$ cat config.mk
export PLATFORM = sky130hd
export DESIGN_NAME = uart_rx
export DESIGN_NICKNAME = d
export VERILOG_FILES = /design/src/rtl/uart_rx_pkg.sv /design/src/rtl/uart_baud_gen.sv /design/src/rtl/uart_rx.sv
export SDC_FILE = /design/constraint.sdc
export NUM_CORES = 1
export LEC_CHECK = 0
export ABC_AREA = 1
export CAP_MARGIN = 20
export CORE_MARGIN = 10
export CORE_UTILIZATION = 43
export DETAILED_ROUTE_END_ITERATION = 8
export DONT_BUFFER_PORTS = 1
export MAX_ROUTING_LAYER = met4
export PLACE_DENSITY_LB_ADDON = 0.1
export REMOVE_ABC_BUFFERS = 1
export SLEW_MARGIN = 5
export SYNTH_ARGS = -nofsm -noshare
export SYNTH_HDL_FRONTEND = slang
export SYNTH_SLANG_ARGS = --single-unit
export TNS_END_PERCENT = 30
$ cat constraint.sdc
create_clock -name clk -period 1.4 [get_ports clk]
set_clock_uncertainty 0.05 [all_clocks]
set_input_delay 0.14 -clock clk [delete_from_list [all_inputs] [get_ports clk]]
set_output_delay 0.14 -clock clk [all_outputs]
set_load 0.05 [all_outputs]
$ cat src/rtl/uart_rx_pkg.sv
// Shared types and helpers for the UART receive path (and, later, the UART transmitter).
package uart_rx_pkg;

  typedef enum logic [2:0] {IDLE, START, DATA, PARITY, STOP, WAIT_HIGH} uart_rx_state_e;

  localparam int UART_DATA_BITS = 8;

  // Clocks per oversample tick, rounded to nearest and never below one.
  function automatic int uart_div(input int clk_hz, input int baud, input int os);
    int d;
    d = (clk_hz + (baud * os) / 2) / (baud * os);
    return (d < 1) ? 1 : d;
  endfunction

endpackage

$ cat src/rtl/uart_baud_gen.sv
// Oversample tick generator: one-cycle tick every DIV clocks, restartable so a new
// frame starts on a fresh tick phase.
module uart_baud_gen #(
  parameter int DIV = 1
) (
  input  logic clk,
  input  logic rst,
  input  logic restart,
  output logic tick
);

  localparam int CW = (DIV > 1) ? $clog2(DIV) : 1;
  localparam logic [CW-1:0] LAST = CW'(DIV - 1);

  logic [CW-1:0] cnt;

  always_ff @(posedge clk or posedge rst) begin
    if (rst)                          cnt <= '0;
    else if (restart || cnt == LAST)  cnt <= '0;
    else                              cnt <= cnt + 1'b1;
  end

  assign tick = (cnt == LAST);

endmodule

$ cat src/rtl/uart_rx.sv
// 8-bit UART receiver, 16x oversampled, with a one-entry valid/ready holding register.
// Define UART_RX_PARITY_EN to add a parity bit check (PARITY_ODD, parity_err).
module uart_rx
  import uart_rx_pkg::*;
#(
  parameter int CLK_HZ     = 50_000_000,
  parameter int BAUD       = 115_200,
  parameter int OVERSAMPLE = 16
`ifdef UART_RX_PARITY_EN
  ,
  parameter bit PARITY_ODD = 1'b0
`endif
) (
  input  logic                      clk,
  input  logic                      rst,
  input  logic                      rx,
  output logic [UART_DATA_BITS-1:0] rx_data,
  output logic                      rx_valid,
  input  logic                      rx_ready,
  output logic                      frame_err,
  output logic                      overrun,
  output logic                      busy
`ifdef UART_RX_PARITY_EN
  ,
  output logic                      parity_err
`endif
);

  localparam int DIV = uart_div(CLK_HZ, BAUD, OVERSAMPLE);
  localparam int SW  = $clog2(OVERSAMPLE);
  localparam int BW  = $clog2(UART_DATA_BITS);
  localparam logic [SW-1:0] S_MID    = SW'(OVERSAMPLE / 2 - 1);
  localparam logic [SW-1:0] S_END    = SW'(OVERSAMPLE - 1);
  localparam logic [BW-1:0] LAST_BIT = BW'(UART_DATA_BITS - 1);

  logic                      rx_meta, rx_s;
  uart_rx_state_e            state, state_n;
  logic [SW-1:0]             sample_cnt, sample_cnt_n;
  logic [BW-1:0]             bit_idx, bit_idx_n;
  logic [UART_DATA_BITS-1:0] shreg, shreg_n;
  logic                      tick, restart, stop_ok, stop_bad, parity_ok, deliver;

  always_ff @(posedge clk or posedge rst) begin
    if (rst) begin
      rx_meta <= 1'b1;
      rx_s    <= 1'b1;
    end else begin
      rx_meta <= rx;
      rx_s    <= rx_meta;
    end
  end

  uart_baud_gen #(.DIV(DIV)) u_baud_gen (
    .clk     (clk),
    .rst     (rst),
    .restart (restart),
    .tick    (tick)
  );

`ifdef UART_RX_PARITY_EN
  logic par_bit, par_bit_n;
  localparam uart_rx_state_e AFTER_DATA = PARITY;
  assign parity_ok = ((^{par_bit, shreg}) == PARITY_ODD);
`else
  localparam uart_rx_state_e AFTER_DATA = STOP;
  assign parity_ok = 1'b1;
`endif

  always_ff @(posedge clk or posedge rst) begin
    if (rst) begin
      state      <= IDLE;
      sample_cnt <= '0;
      bit_idx    <= '0;
      shreg      <= '0;
`ifdef UART_RX_PARITY_EN
      par_bit    <= 1'b0;
`endif
    end else begin
      state      <= state_n;
      sample_cnt <= sample_cnt_n;
      bit_idx    <= bit_idx_n;
      shreg      <= shreg_n;
`ifdef UART_RX_PARITY_EN
      par_bit    <= par_bit_n;
`endif
    end
  end

  always_comb begin
    state_n      = state;
    sample_cnt_n = sample_cnt;
    bit_idx_n    = bit_idx;
    shreg_n      = shreg;
    restart      = 1'b0;
    stop_ok      = 1'b0;
    stop_bad     = 1'b0;
`ifdef UART_RX_PARITY_EN
    par_bit_n    = par_bit;
`endif
    case (state)
      IDLE: if (!rx_s) begin
        state_n      = START;
        sample_cnt_n = '0;
        restart      = 1'b1;
      end
      // A start bit that is no longer low at mid-bit is treated as line noise.
      START: if (tick) begin
        if (sample_cnt == S_MID) begin
          sample_cnt_n = '0;
          bit_idx_n    = '0;
          state_n      = rx_s ? IDLE : DATA;
        end else sample_cnt_n = sample_cnt + 1'b1;
      end
      DATA: if (tick) begin
        if (sample_cnt == S_END) begin
          sample_cnt_n = '0;
          shreg_n      = {rx_s, shreg[UART_DATA_BITS-1:1]};
          if (bit_idx == LAST_BIT) state_n = AFTER_DATA;
          else bit_idx_n = bit_idx + 1'b1;
        end else sample_cnt_n = sample_cnt + 1'b1;
      end
`ifdef UART_RX_PARITY_EN
      PARITY: if (tick) begin
        if (sample_cnt == S_END) begin
          sample_cnt_n = '0;
          par_bit_n    = rx_s;
          state_n      = STOP;
        end else sample_cnt_n = sample_cnt + 1'b1;
      end
`endif
      STOP: if (tick) begin
        if (sample_cnt == S_END) begin
          sample_cnt_n = '0;
          stop_ok      = rx_s;
          stop_bad     = !rx_s;
          state_n      = rx_s ? IDLE : WAIT_HIGH;
        end else sample_cnt_n = sample_cnt + 1'b1;
      end
      WAIT_HIGH: if (rx_s) state_n = IDLE;
      default: state_n = IDLE;
    endcase
  end

  assign deliver = stop_ok && parity_ok;

  // A completed byte only displaces the held one if it is being consumed this cycle.
  always_ff @(posedge clk or posedge rst) begin
    if (rst) begin
      rx_data    <= '0;
      rx_valid   <= 1'b0;
      frame_err  <= 1'b0;
      overrun    <= 1'b0;
`ifdef UART_RX_PARITY_EN
      parity_err <= 1'b0;
`endif
    end else begin
      frame_err <= stop_bad;
      overrun   <= deliver && rx_valid && !rx_ready;
`ifdef UART_RX_PARITY_EN
      parity_err <= (stop_ok || stop_bad) && !parity_ok;
`endif
      if (deliver && (!rx_valid || rx_ready)) begin
        rx_data  <= shreg;
        rx_valid <= 1'b1;
      end else if (rx_valid && rx_ready) begin
        rx_valid <= 1'b0;
      end
    end
  end

  assign busy = (state != IDLE);

endmodule

==> run summary <==
=============================================================================
Status ......................................................... finished with violations
Violated checks ................................................ setup timing
Final global-route overflow total ..............................            0
Async S/R FF share, synth ......................................       100.0%
Residual antenna-violating net count after detailed routing ....            0
Fraction of layout instances using a drive strength above 1 ....       33.72%
H-tree depth ...................................................            2
Final hold vios ................................................            0
Wirelength per Cell ............................................     12.48 µm
Initial Utilization ............................................       44.00%
Maximum vdd ir drop ............................................  0.0006003 V
Highest cell delay on the worst timing path ....................      0.39 ns
Total standard cell area after synthesis .......................     1889 µm²
Register area share after synthesis ............................       47.81%
Largest cells by area after synthesis .......................... dfrtp_1, nand2_1, nand3_1, ha_1, nand3_2
Number of top-level pins .......................................           16
Cts bufs inserted ..............................................            5
Arrival time at the worst endpoint .............................      1.58 ns
TritonCTS clock tree ...........................................         done
Later-pin clock latency in the skew report .....................      0.28 ns
Largest fanout of any net on the critical path .................            8
Leakage ........................................................     1.310 nW
Pwr per Cell Area .............................................. 933.7 nW/µm²
Worst setup path class .........................................   reg -> reg
Number of enable flip-flop cells after synthesis ...............            0
Post-synth top area cell .......................................      dfrtp_1
First-pass GRT wire length .....................................      6727 µm
Register-to-register setup slack ...............................     -0.05 ns
CP delay by family, top ........................................ simple AND/OR/NAND/NOR gates
Required time at the worst-slack endpoint ......................      1.53 ns
DRC violations left ............................................            0
Slew of the pin with the lowest slew margin ....................    0.4845 ns
Critical Path Slowest Stage Cell ...............................      dfrtp_1
Cells along the critical path .................................. inv_2, ha_4, nand2_2, nor2_4, buf_6, a21oi_4, nor2_8, nand2_2, nand2_1, nand2_1
Total routing resource utilization after global routing ........       11.24%
Vias ...........................................................         1500
Worst min-delay path startpoint ................................     rx_ready
Final setup violation count ....................................           16
Worst-case headroom to the max-slew limit ......................       67.70%
Final slew viol count ..........................................            0
Initial detailed-routing violation count .......................           41
Ratio of final minimum period to clock period ..................       103.7%
Area share of the leading cell type in the synthesized netlist .       45.03%
Overall die width ..............................................     86.29 µm
Number of warnings printed during yosys synthesis ..............            0
Cell depth of the worst hold path ..............................            3
Terminus of the critical flop-to-flop path ..................... state[1]$_DFFE_PP0P_
Largest net degree at the start of global routing ..............           22
Final wirelength ...............................................      3869 µm
Core Rows ......................................................           24
Average footprint of a synthesized cell ........................    8.627 µm²
Worst path buffer plus inverter count ..........................            2
Endpoint class of the critical path ............................    flip-flop
Maximum buffer depth of the clock tree .........................            2
Average via count per standard cell ............................        4.839
Post-synthesis to final-layout area growth .....................       33.24%
Die Height .....................................................     86.29 µm
Initial antenna violation count ................................            0
Post-Syn Instances .............................................          219
Category of the worst setup path launch point ..................    flip-flop
Final critical path time including I/O delays and setup ........     1.452 ns
Yosys cell types ...............................................           28
Critical register-to-register path startpoint .................. u_baud_gen.cnt[0]$_DFF_PP0_
Vias in the first global route .................................         1532
Count of maximum capacitance violations ........................            0
Number of nets in the layout ...................................          266
Endpoint, Worst Hold ........................................... overrun$_DFF_PP0_
Top FF cell, synth .............................................      dfrtp_1
Accumulated negative setup slack ...............................   -0.3389 ns
Setup repair after global routing missed its margin ............          yes
Input/output buffers ...........................................            0
Clock Pin Slew Worst Setup and Hold Paths ......................      0.07 ns
Final Wtd Congestion ...........................................       0.8649
CTS Sinks ......................................................           36
DP Wirelength ..................................................      2956 µm
Worst-case setup margin in the final layout ....................  -0.05186 ns
Die area .......................................................     7445 µm²
Detailed-router iteration count before antenna repair ..........            4
Standard cell core area ........................................     4294 µm²
Worst min-delay path category ..................................    in -> reg
Register bit total from synthesis ..............................           36
Overall power of the completed layout ..........................     2.350 mW
Final antenna diode count ......................................            0
Timing-limited maximum frequency ...............................    688.8 MHz
Worst r2r path cells ...........................................           10
Clock Root Buffer ..............................................     clkbuf_8
=============================================================================
-- registers in the layout, summed over array words and instances, names as in the netlist --
signal,flops
bit_idx,3
frame_err,1
overrun,1
rx_data,8
rx_meta,1
rx_s,1
rx_valid,1
sample_cnt,4
shreg,8
state,3
u_baud_gen.cnt,5
-- layout make-up --
cell class / instances / area, µm²
clock buffer: 5 / 68.82
clock inverter: 3 / 90.09
fill: 351 / 1777
inverter: 18 / 72.57
multi-input combinational: 165 / 1062
sequential: 36 / 905.9
tap: 52 / 65.06
timing repair buffer: 31 / 252.7
-- cell usage after synthesis (2+ instances only) --
cell type / count
nand2_1: 84
dfrtp_1: 34
nand3_1: 18
nor2_1: 13
inv_1: 12
nand2_2: 9
nand3_2: 6
ha_1: 5
inv_2: 5
o21ai_0: 4
nor2_8: 3
a21oi_1: 2
dfstp_2: 2
nand2_4: 2
nand3b_1: 2
nor2_2: 2
nor3_1: 2
o21ai_1: 2
xnor2_1: 2
xor2_1: 2
-- cells by family (layout without fill, tap and decap cells) --
group                      after synthesis  count (layout)  synth area share (%)
AOI/OAI and AO/OA                       11              11                 3.842
xor gates and xnor gates                 4               4                 1.855
adders and majority gates                5               5                 3.311
buffers and inverters                   18              57                 3.642
DFF                                     36              36                 47.81
and+or+nand+nor                        145             145                 39.54
-- cell usage in the layout (no fill, tap or decap), drive strengths merged --
cell / instances
dlygate4sd3: 2
clkbuf: 5
nand3b: 2
a21boi: 1
nand2: 95
nand4: 2
ha: 5
nor3: 2
dfrtp: 34
o21ai: 6
buf: 29
xor2: 2
xnor2: 2
nor2: 19
nand3: 25
clkinv: 1
a21oi: 4
dfstp: 2
inv: 17
bufinv: 3
-- timing repair --
item / CTS / global route
gates resized for setup: 16 / 22
buffers inserted: 1 / 2
endpoints found under the setup margin: 25 / 33
endpoints found under the hold margin: 37 / 0
pin swaps: 11 / 9
hold buffers: 2 / 0
-- power by group --
| group | internal (mW) | total, mW | switching [mW] |
|---|---|---|---|
| Clock | 0.891 | 1.27 | 0.374 |
| Combinational | 0.0120 | 0.0377 | 0.0257 |
| Sequential | 1.04 | 1.05 | 0.00273 |
| Total | 1.95 | 2.35 | 0.403 |
-- tightest hold or removal path, delay by kind of cell --
family / cells / cell delay (ns)
and+or+nand+nor: 2 / 0.14
buffers and inverters: 1 / 0.17
-- metrics by stage --
step           area (µm²)  cells  setup WS [ns]  hold slack (ns)  utilization, %
6_report             2517    310       -0.05186           0.1406           58.62
5_1_grt              2517    310        -0.1556           0.1615           58.62
4_1_cts              2417    308        -0.1171           0.1278           56.29
3_5_place_dp         2150    297        -0.1535          0.02568           50.06
3_3_place_gp         2150    297        -0.1177          0.01893           50.06
2_1_floorplan        1889    219        -0.1750          0.09448               -
-- how the worst max path moves through the flow --
stage	start	cells after the start	slack (ns)	endpoint
finish	u_baud_gen.cnt[0]$_DFF_PP0_	10	-0.05	state[1]$_DFFE_PP0P_
global route	u_baud_gen.cnt[0]$_DFF_PP0_	10	-0.16	state[2]$_DFFE_PP0P_
CTS	state[0]$_DFFE_PP0P_	3	-0.12	busy
detailed placement	u_baud_gen.cnt[0]$_DFF_PP0_	10	-0.15	state[1]$_DFFE_PP0P_
global placement	u_baud_gen.cnt[0]$_DFF_PP0_	10	-0.12	state[2]$_DFFE_PP0P_
floorplan	state[0]$_DFFE_PP0P_	4	-0.17	u_baud_gen.cnt[3]$_DFF_PP0_
-- layer usage --
layer | vias to the layer above | GRT usage, % | routed length, µm
li1 | 771 | - | -
met1 | 701 | 12.56 | 1700
met2 | 23 | 18.12 | 1908
met3 | 5 | 3.752 | 214
met4 | 0 | 4.566 | 46
met5 | - | - | 0
No activity file was read; power rests on OpenSTA's default activity.
